`src/rtl/cc_regbank_pkg.sv`:
```
// cc_regbank_pkg
// Shared definitions for the register bank, operand mux and control unit.
//   - reg_sel_e : 4-bit register select codes (g0..g7, PC, Temp0..Temp3, IR).
//     Codes 4'hE and 4'hF are unused.
//   - bus width, select width and PC step defaults.
package cc_regbank_pkg;

  localparam int CC_DATAWIDTH_BUS           = 32;
  localparam int CC_DATAWIDTH_REG_SELECTION = 4;
  localparam int CC_PC_STEP                 = 4;

  typedef enum logic [3:0] {
    REG_G0    = 4'h0,
    REG_G1    = 4'h1,
    REG_G2    = 4'h2,
    REG_G3    = 4'h3,
    REG_G4    = 4'h4,
    REG_G5    = 4'h5,
    REG_G6    = 4'h6,
    REG_G7    = 4'h7,
    REG_PC    = 4'h8,
    REG_TEMP0 = 4'h9,
    REG_TEMP1 = 4'hA,
    REG_TEMP2 = 4'hB,
    REG_TEMP3 = 4'hC,
    REG_IR    = 4'hD
  } reg_sel_e;

endpackage

```
`src/rtl/cc_register_bank_cell.sv`:
```
// cc_reg_cell
// One bus-wide register with synchronous active-high reset and load enable.
//   i_clk   : rising-edge clock
//   i_rst   : synchronous reset, loads RESET_VALUE
//   i_load  : capture i_d on this edge
//   i_d     : next value
//   o_q     : registered value
module cc_reg_cell #(
  parameter int                 DATAWIDTH_BUS = 32,
  parameter logic [DATAWIDTH_BUS-1:0] RESET_VALUE = '0
) (
  input  logic                     i_clk,
  input  logic                     i_rst,
  input  logic                     i_load,
  input  logic [DATAWIDTH_BUS-1:0] i_d,
  output logic [DATAWIDTH_BUS-1:0] o_q
);

  logic [DATAWIDTH_BUS-1:0] r_q;

  always_ff @(posedge i_clk) begin
    if (i_rst) begin
      r_q <= RESET_VALUE;
    end else if (i_load) begin
      r_q <= i_d;
    end
  end

  assign o_q = r_q;

endmodule

```
`src/rtl/cc_register_bank.sv`:
```
// cc_register_bank
// Architectural/scratch register storage feeding the 14-input operand mux.
// Inputs : clock, sync active-high reset, C-bus write (data, select, enable),
//          PC increment, IR fetch-load (memory data), Temp clear.
// Outputs: g0..g7, PC, Temp0..Temp3, IR as parallel register buses, plus
//          WriteAck (a C-bus write was committed on the last edge).
// Write semantics: WriteEn is a single-cycle request with no back-pressure;
// WriteAck is its registered commit indication, high for one cycle after an
// edge on which the addressed register actually took CBus_In.
// Every output is a flop output; there is no CBus bypass.
module cc_register_bank
  import cc_regbank_pkg::*;
#(
  parameter int                       DATAWIDTH_BUS           = CC_DATAWIDTH_BUS,
  parameter int                       DATAWIDTH_REG_SELECTION = CC_DATAWIDTH_REG_SELECTION,
  parameter logic [DATAWIDTH_BUS-1:0] PC_RESET_VALUE          = '0,
  parameter int                       PC_STEP                 = CC_PC_STEP
) (
  input  logic                               CC_REGBANK_CLOCK_50,
  input  logic                               CC_REGBANK_RESET_InHigh,
  input  logic [DATAWIDTH_BUS-1:0]           CC_REGBANK_CBus_In,
  input  logic [DATAWIDTH_REG_SELECTION-1:0] CC_REGBANK_WriteSel_In,
  input  logic                               CC_REGBANK_WriteEn_In,
  input  logic                               CC_REGBANK_PCInc_In,
  input  logic                               CC_REGBANK_IRLoad_In,
  input  logic [DATAWIDTH_BUS-1:0]           CC_REGBANK_MemData_In,
  input  logic                               CC_REGBANK_TempClear_In,
  output logic [DATAWIDTH_BUS-1:0]           CC_REGBANK_g0_Out,
  output logic [DATAWIDTH_BUS-1:0]           CC_REGBANK_g1_Out,
  output logic [DATAWIDTH_BUS-1:0]           CC_REGBANK_g2_Out,
  output logic [DATAWIDTH_BUS-1:0]           CC_REGBANK_g3_Out,
  output logic [DATAWIDTH_BUS-1:0]           CC_REGBANK_g4_Out,
  output logic [DATAWIDTH_BUS-1:0]           CC_REGBANK_g5_Out,
  output logic [DATAWIDTH_BUS-1:0]           CC_REGBANK_g6_Out,
  output logic [DATAWIDTH_BUS-1:0]           CC_REGBANK_g7_Out,
  output logic [DATAWIDTH_BUS-1:0]           CC_REGBANK_PC_Out,
  output logic [DATAWIDTH_BUS-1:0]           CC_REGBANK_Temp0_Out,
  output logic [DATAWIDTH_BUS-1:0]           CC_REGBANK_Temp1_Out,
  output logic [DATAWIDTH_BUS-1:0]           CC_REGBANK_Temp2_Out,
  output logic [DATAWIDTH_BUS-1:0]           CC_REGBANK_Temp3_Out,
  output logic [DATAWIDTH_BUS-1:0]           CC_REGBANK_IR_Out,
  output logic                               CC_REGBANK_WriteAck_Out
);

  localparam int NUM_CODES = 1 << DATAWIDTH_REG_SELECTION;

  // One-hot of the addressed register when WriteEn is high.
  logic [NUM_CODES-1:0]     w_wr_dec;
  logic                     w_wr_commit;
  logic                     w_ir_conflict;
  logic [DATAWIDTH_BUS-1:0] w_g    [0:7];
  logic [DATAWIDTH_BUS-1:0] w_temp [0:3];
  logic [DATAWIDTH_BUS-1:0] w_pc;
  logic [DATAWIDTH_BUS-1:0] w_ir;
  logic [DATAWIDTH_BUS-1:0] w_pc_next;
  logic [DATAWIDTH_BUS-1:0] w_ir_next;
  logic                     r_write_ack;

  always_comb begin
    w_wr_dec = '0;
    w_wr_dec[CC_REGBANK_WriteSel_In] = CC_REGBANK_WriteEn_In;
  end

  // Only g1..IR accept writes; g0 and the two unused codes drop silently.
  assign w_wr_commit = CC_REGBANK_WriteEn_In
                    && (CC_REGBANK_WriteSel_In != DATAWIDTH_REG_SELECTION'(REG_G0))
                    && (CC_REGBANK_WriteSel_In <= DATAWIDTH_REG_SELECTION'(REG_IR));

  // IR fetch wins over a same-cycle C-bus write to IR, and that write is not acked.
  assign w_ir_conflict = w_wr_dec[int'(REG_IR)] && CC_REGBANK_IRLoad_In;

  // g0 is a constant, not storage.
  assign w_g[0] = '0;

  for (genvar gi = 1; gi < 8; gi++) begin : g_gen
    cc_reg_cell #(
      .DATAWIDTH_BUS (DATAWIDTH_BUS),
      .RESET_VALUE   ('0)
    ) u_cell (
      .i_clk  (CC_REGBANK_CLOCK_50),
      .i_rst  (CC_REGBANK_RESET_InHigh),
      .i_load (w_wr_dec[gi]),
      .i_d    (CC_REGBANK_CBus_In),
      .o_q    (w_g[gi])
    );
  end

  // PC: C-bus write > increment > hold. Increment wraps at the bus width.
  assign w_pc_next = w_wr_dec[int'(REG_PC)] ? CC_REGBANK_CBus_In
                                            : (w_pc + DATAWIDTH_BUS'(PC_STEP));

  cc_reg_cell #(
    .DATAWIDTH_BUS (DATAWIDTH_BUS),
    .RESET_VALUE   (PC_RESET_VALUE)
  ) u_pc (
    .i_clk  (CC_REGBANK_CLOCK_50),
    .i_rst  (CC_REGBANK_RESET_InHigh),
    .i_load (w_wr_dec[int'(REG_PC)] || CC_REGBANK_PCInc_In),
    .i_d    (w_pc_next),
    .o_q    (w_pc)
  );

  // Temps: C-bus write > clear > hold. Clear only touches unwritten temps.
  for (genvar ti = 0; ti < 4; ti++) begin : temp_gen
    cc_reg_cell #(
      .DATAWIDTH_BUS (DATAWIDTH_BUS),
      .RESET_VALUE   ('0)
    ) u_cell (
      .i_clk  (CC_REGBANK_CLOCK_50),
      .i_rst  (CC_REGBANK_RESET_InHigh),
      .i_load (w_wr_dec[int'(REG_TEMP0) + ti] || CC_REGBANK_TempClear_In),
      .i_d    (w_wr_dec[int'(REG_TEMP0) + ti] ? CC_REGBANK_CBus_In : '0),
      .o_q    (w_temp[ti])
    );
  end

  // IR: fetch-load > C-bus write > hold.
  assign w_ir_next = CC_REGBANK_IRLoad_In ? CC_REGBANK_MemData_In : CC_REGBANK_CBus_In;

  cc_reg_cell #(
    .DATAWIDTH_BUS (DATAWIDTH_BUS),
    .RESET_VALUE   ('0)
  ) u_ir (
    .i_clk  (CC_REGBANK_CLOCK_50),
    .i_rst  (CC_REGBANK_RESET_InHigh),
    .i_load (CC_REGBANK_IRLoad_In || w_wr_dec[int'(REG_IR)]),
    .i_d    (w_ir_next),
    .o_q    (w_ir)
  );

  always_ff @(posedge CC_REGBANK_CLOCK_50) begin
    if (CC_REGBANK_RESET_InHigh) begin
      r_write_ack <= 1'b0;
    end else begin
      r_write_ack <= w_wr_commit && !w_ir_conflict;
    end
  end

  assign CC_REGBANK_g0_Out       = w_g[0];
  assign CC_REGBANK_g1_Out       = w_g[1];
  assign CC_REGBANK_g2_Out       = w_g[2];
  assign CC_REGBANK_g3_Out       = w_g[3];
  assign CC_REGBANK_g4_Out       = w_g[4];
  assign CC_REGBANK_g5_Out       = w_g[5];
  assign CC_REGBANK_g6_Out       = w_g[6];
  assign CC_REGBANK_g7_Out       = w_g[7];
  assign CC_REGBANK_PC_Out       = w_pc;
  assign CC_REGBANK_Temp0_Out    = w_temp[0];
  assign CC_REGBANK_Temp1_Out    = w_temp[1];
  assign CC_REGBANK_Temp2_Out    = w_temp[2];
  assign CC_REGBANK_Temp3_Out    = w_temp[3];
  assign CC_REGBANK_IR_Out       = w_ir;
  assign CC_REGBANK_WriteAck_Out = r_write_ack;

endmodule

```
`config.mk`:
```
export PLATFORM = sky130hd
export DESIGN_NAME = cc_register_bank
export DESIGN_NICKNAME = d
export VERILOG_FILES = /design/src/rtl/cc_regbank_pkg.sv /design/src/rtl/cc_register_bank_cell.sv /design/src/rtl/cc_register_bank.sv
export SDC_FILE = /design/constraint.sdc
export NUM_CORES = 1
export LEC_CHECK = 0
export CAP_MARGIN = 15
export CORE_AREA = 2 2 205 207
export CTS_BUF_LIST = sky130_fd_sc_hd__clkbuf_4 sky130_fd_sc_hd__clkbuf_8 sky130_fd_sc_hd__clkbuf_16
export DETAILED_ROUTE_END_ITERATION = 12
export DIE_AREA = 0 0 207 209
export DONT_BUFFER_PORTS = 1
export PLACE_DENSITY = 0.55
export SKIP_CTS_REPAIR_TIMING = 1
export SLEW_MARGIN = 30
export SYNTH_ARGS = -nofsm -noshare
export SYNTH_HDL_FRONTEND = slang
export SYNTH_SLANG_ARGS = --single-unit
```
`constraint.sdc`:
```
create_clock -name CC_REGBANK_CLOCK_50 -period 5.05 [get_ports CC_REGBANK_CLOCK_50]
set_input_delay 1.2625 -clock CC_REGBANK_CLOCK_50 [delete_from_list [all_inputs] [get_ports CC_REGBANK_CLOCK_50]]
set_output_delay 1.2625 -clock CC_REGBANK_CLOCK_50 [all_outputs]
set_load 0.005 [all_outputs]
```
==> summary.md <==
| Metric | Value |
|---|---|
| Cell taking the most area after synthesis | `dfxtp_1` |
| Leakage Power | `5.87 nW` |
| Crit Path Class | `reg2reg` |
| Mapped Cells | `2005` |
| Vias per inst | `5.62` |
| Crit-path max FO | `14` |
| Transition time of the tightest slew-check pin | `1.02 ns` |
| Final Setup Violations | `0` |
| Die area | `43300 sq um` |
| Hold_ws | `0.470 ns` |
| Reg clk slew, reported paths | `0.06 ns` |
| Largest net degree at the start of global routing | `418` |
| Chip width | `207 microns` |
| Clock Skew | `0.0159 ns` |
| Syn. warnings | `0` |
| First drt pass iteration count | `5` |
| CP endpoint kind | `register` |
| Sequential area share after synthesis | `51.6%` |
| Cell Area, Synth | `16200 sq um` |
| H-tree lvl count | `2` |
| Hold Crit Class | `reg2reg` |
| Clock sink count | `417` |
| CTS tree | `built` |
| Hpwl dp | `37400 microns` |
| Clock Latency Late Sink | `0.56 ns` |
| Row count | `75` |
| Vias | `13800` |
| Worst vdd ir | `239 uV` |
| Synth top area share | `51.6%` |
| Top-count cell post-synth | `nand2_1` |
| Synthesized flop and latch total | `417` |
| Sum Neg Setup Slack | `0 ns` |
| Minimum clock period | `2.56 ns` |
| Diodes inserted | `0` |
| Status | `finished, final reports clean` |
| PD cells | `392 nW/um^2` |
| Synth unique cells | `36` |
| Routability Congestion | `0.838` |
| Die Y | `209 microns` |
| Slew margin rel. | `31.9%` |
| Final wirelength | `59600 microns` |
| Ys flop type | `dfxtp_1` |
| Port Buffers | `0` |
| FFs w/ async S/R, synth | `0%` |
| Final std cells w/o fill | `2448` |
| DR WL/cell | `24.3 microns` |
| Hold Startpoint | `g_gen[2].u_cell.o_q[17]` |
| Antenna Violating Nets Remaining | `0` |
| WP data required | `5.51 ns` |
| CP Launch Type | `register` |
| First-pass GRT wire length | `85600 microns` |
| P&R area growth vs syn | `9.74%` |
| Clock tree root buffer cell | `clkbuf_16` |
| Synth area leaders | `dfxtp_1, nand2_1, a21oi_1` |
| Reg2Reg Launch Point | `u_pc.o_q[4]` |
| Num CTS Buffers | `45` |
| Total core area | `41300 sq um` |
| Overall power | `0.00696 W` |
| Net count, final | `1951` |
| Initial antenna violation count | `1` |
| Initial detailed-routing violation count | `1171` |
| Top-level port count | `523` |
| CP arrival | `3.02 ns` |
| GRT Util Overall | `26.0%` |
| Final hold vios | `0` |
| Worst Setup SP | `u_pc.o_q[4]` |
| EDFF count, synth | `0` |
| Remaining DRCs | `0` |
| CTS max path bufs | `3` |
| Layout cells sized above 1 | `6.50%` |
| Overflow after GRT | `0` |
| Final Cycle Share | `50.7%` |
| Max-cap violations | `0` |
| Fmax | `391 MHz` |
| Post-synthesis average cell area | `8.07 sq um` |
| Initial core utilization | `39.2%` |
| Placed Cells | `2367` |
| Most frequent cells after synthesis | `nand2_1, dfxtp_1, a21oi_1` |
| RSZ-0062 raised after global routing | `no` |
| Vias in the first global route | `12600` |
| Slew Limit Fails | `0` |
==> critical path, stage by stage, from the launching register on <==
cell and delay [ns]:
dfxtp_1 0.50, nand3_1 0.32, or4_1 0.81, or4_1 0.56
a311oi_1 0.26
==> layout make-up <==
class | instances | area (sq um)
clock buffer | 72 | 1430
clock inverter | 8 | 100
fill | 4091 | 23500
inverter | 7 | 27.5
multi-input combinational | 1388 | 7030
sequential | 417 | 8350
tap | 539 | 674
timing repair buffer | 17 | 148
==> cells in the final DEF, fill, tap and decap left out, types with 3 or more instances in the layout <==
cell         n
clkbuf_8    10
clkbuf_16   47
xnor2_1      6
nor2_2       3
or2_2        7
nand4b_1     4
or3_1        8
nor3_2       5
inv_1        6
clkinv_2     4
nand2b_1     4
clkbuf_4    15
a211oi_1    45
or4_1       16
nor2_1      63
a311oi_1    11
nand4_1      8
nand2_1    590
dfxtp_1    417
o31ai_1      9
a21oi_1    354
conb_1      32
nand3_1     23
nor3_1       4
buf_4       16
nand3b_1   130
mux2i_1     33
xor2_1       5
o2111ai_1    6
==> state kept, by name, summed over array words and instances (netlist names) <==
register,cells
temp_gen.u_cell.o_q,128
CC_REGBANK_WriteAck_Out,1
u_ir.o_q,32
u_pc.o_q,32
g_gen.u_cell.o_q,224
==> layer usage <==
metal  vias to the layer above  track usage [%]  part of all wire, %
met3                        93             10.0                   11
met1                      6690             31.7                   40
met2                       606             42.3                   47
li1                       6371                -                    -
met5                         -                0                0.022
met4                         2             8.13                  2.5
==> logic make-up (layout without fill, tap and decap cells) <==
family / count (synthesis) / count (layout) / share of synthesized area, %
buffers and inverters: 231 / 104 / 6.14
muxes: 33 / 33 / 2.04
xor gates and xnor gates: 11 / 11 / 0.595
AOI/OAI and AO/OA: 430 / 430 / 14.6
and+or+nand+nor: 881 / 881 / 24.9
other: 1 / 32 / 0.0232
DFF: 417 / 417 / 51.6
adders and majority gates: 1 / 1 / 0.0773
==> through the flow <==
stage | cell area (sq um) | utilization, % | worst slack [ns]
final | 17800 | 43.0 | 2.49
after global routing | 17800 | 43.0 | 2.33
after CTS | 17700 | 42.9 | 2.51
after detailed placement | 16200 | 39.2 | 2.03
after global placement | 16200 | 39.2 | 2.09
after floorplan | 16300 | - | 2.12
==> where the power goes <==
| part | internal (W) | switching [W] |
|---|---|---|
| registers | 0.00335 | 0.0000581 |
| logic | 0.0000733 | 0.000100 |
| clock network | 0.00204 | 0.00134 |
| total | 0.00546 | 0.00150 |
==> path summary, 6_finish.rpt <==
kind | endpoint | slack [ns] | depth (start not counted)
worst max register to register | u_pc.o_q[27] | 2.49 | 4
worst min register to register | g_gen[2].u_cell.o_q[17] | 0.47 | 2
worst min-delay path | g_gen[2].u_cell.o_q[17] | 0.47 | 2
worst max-delay path | u_pc.o_q[27] | 2.49 | 4
Note: power is estimated with default switching activity, not from simulation.
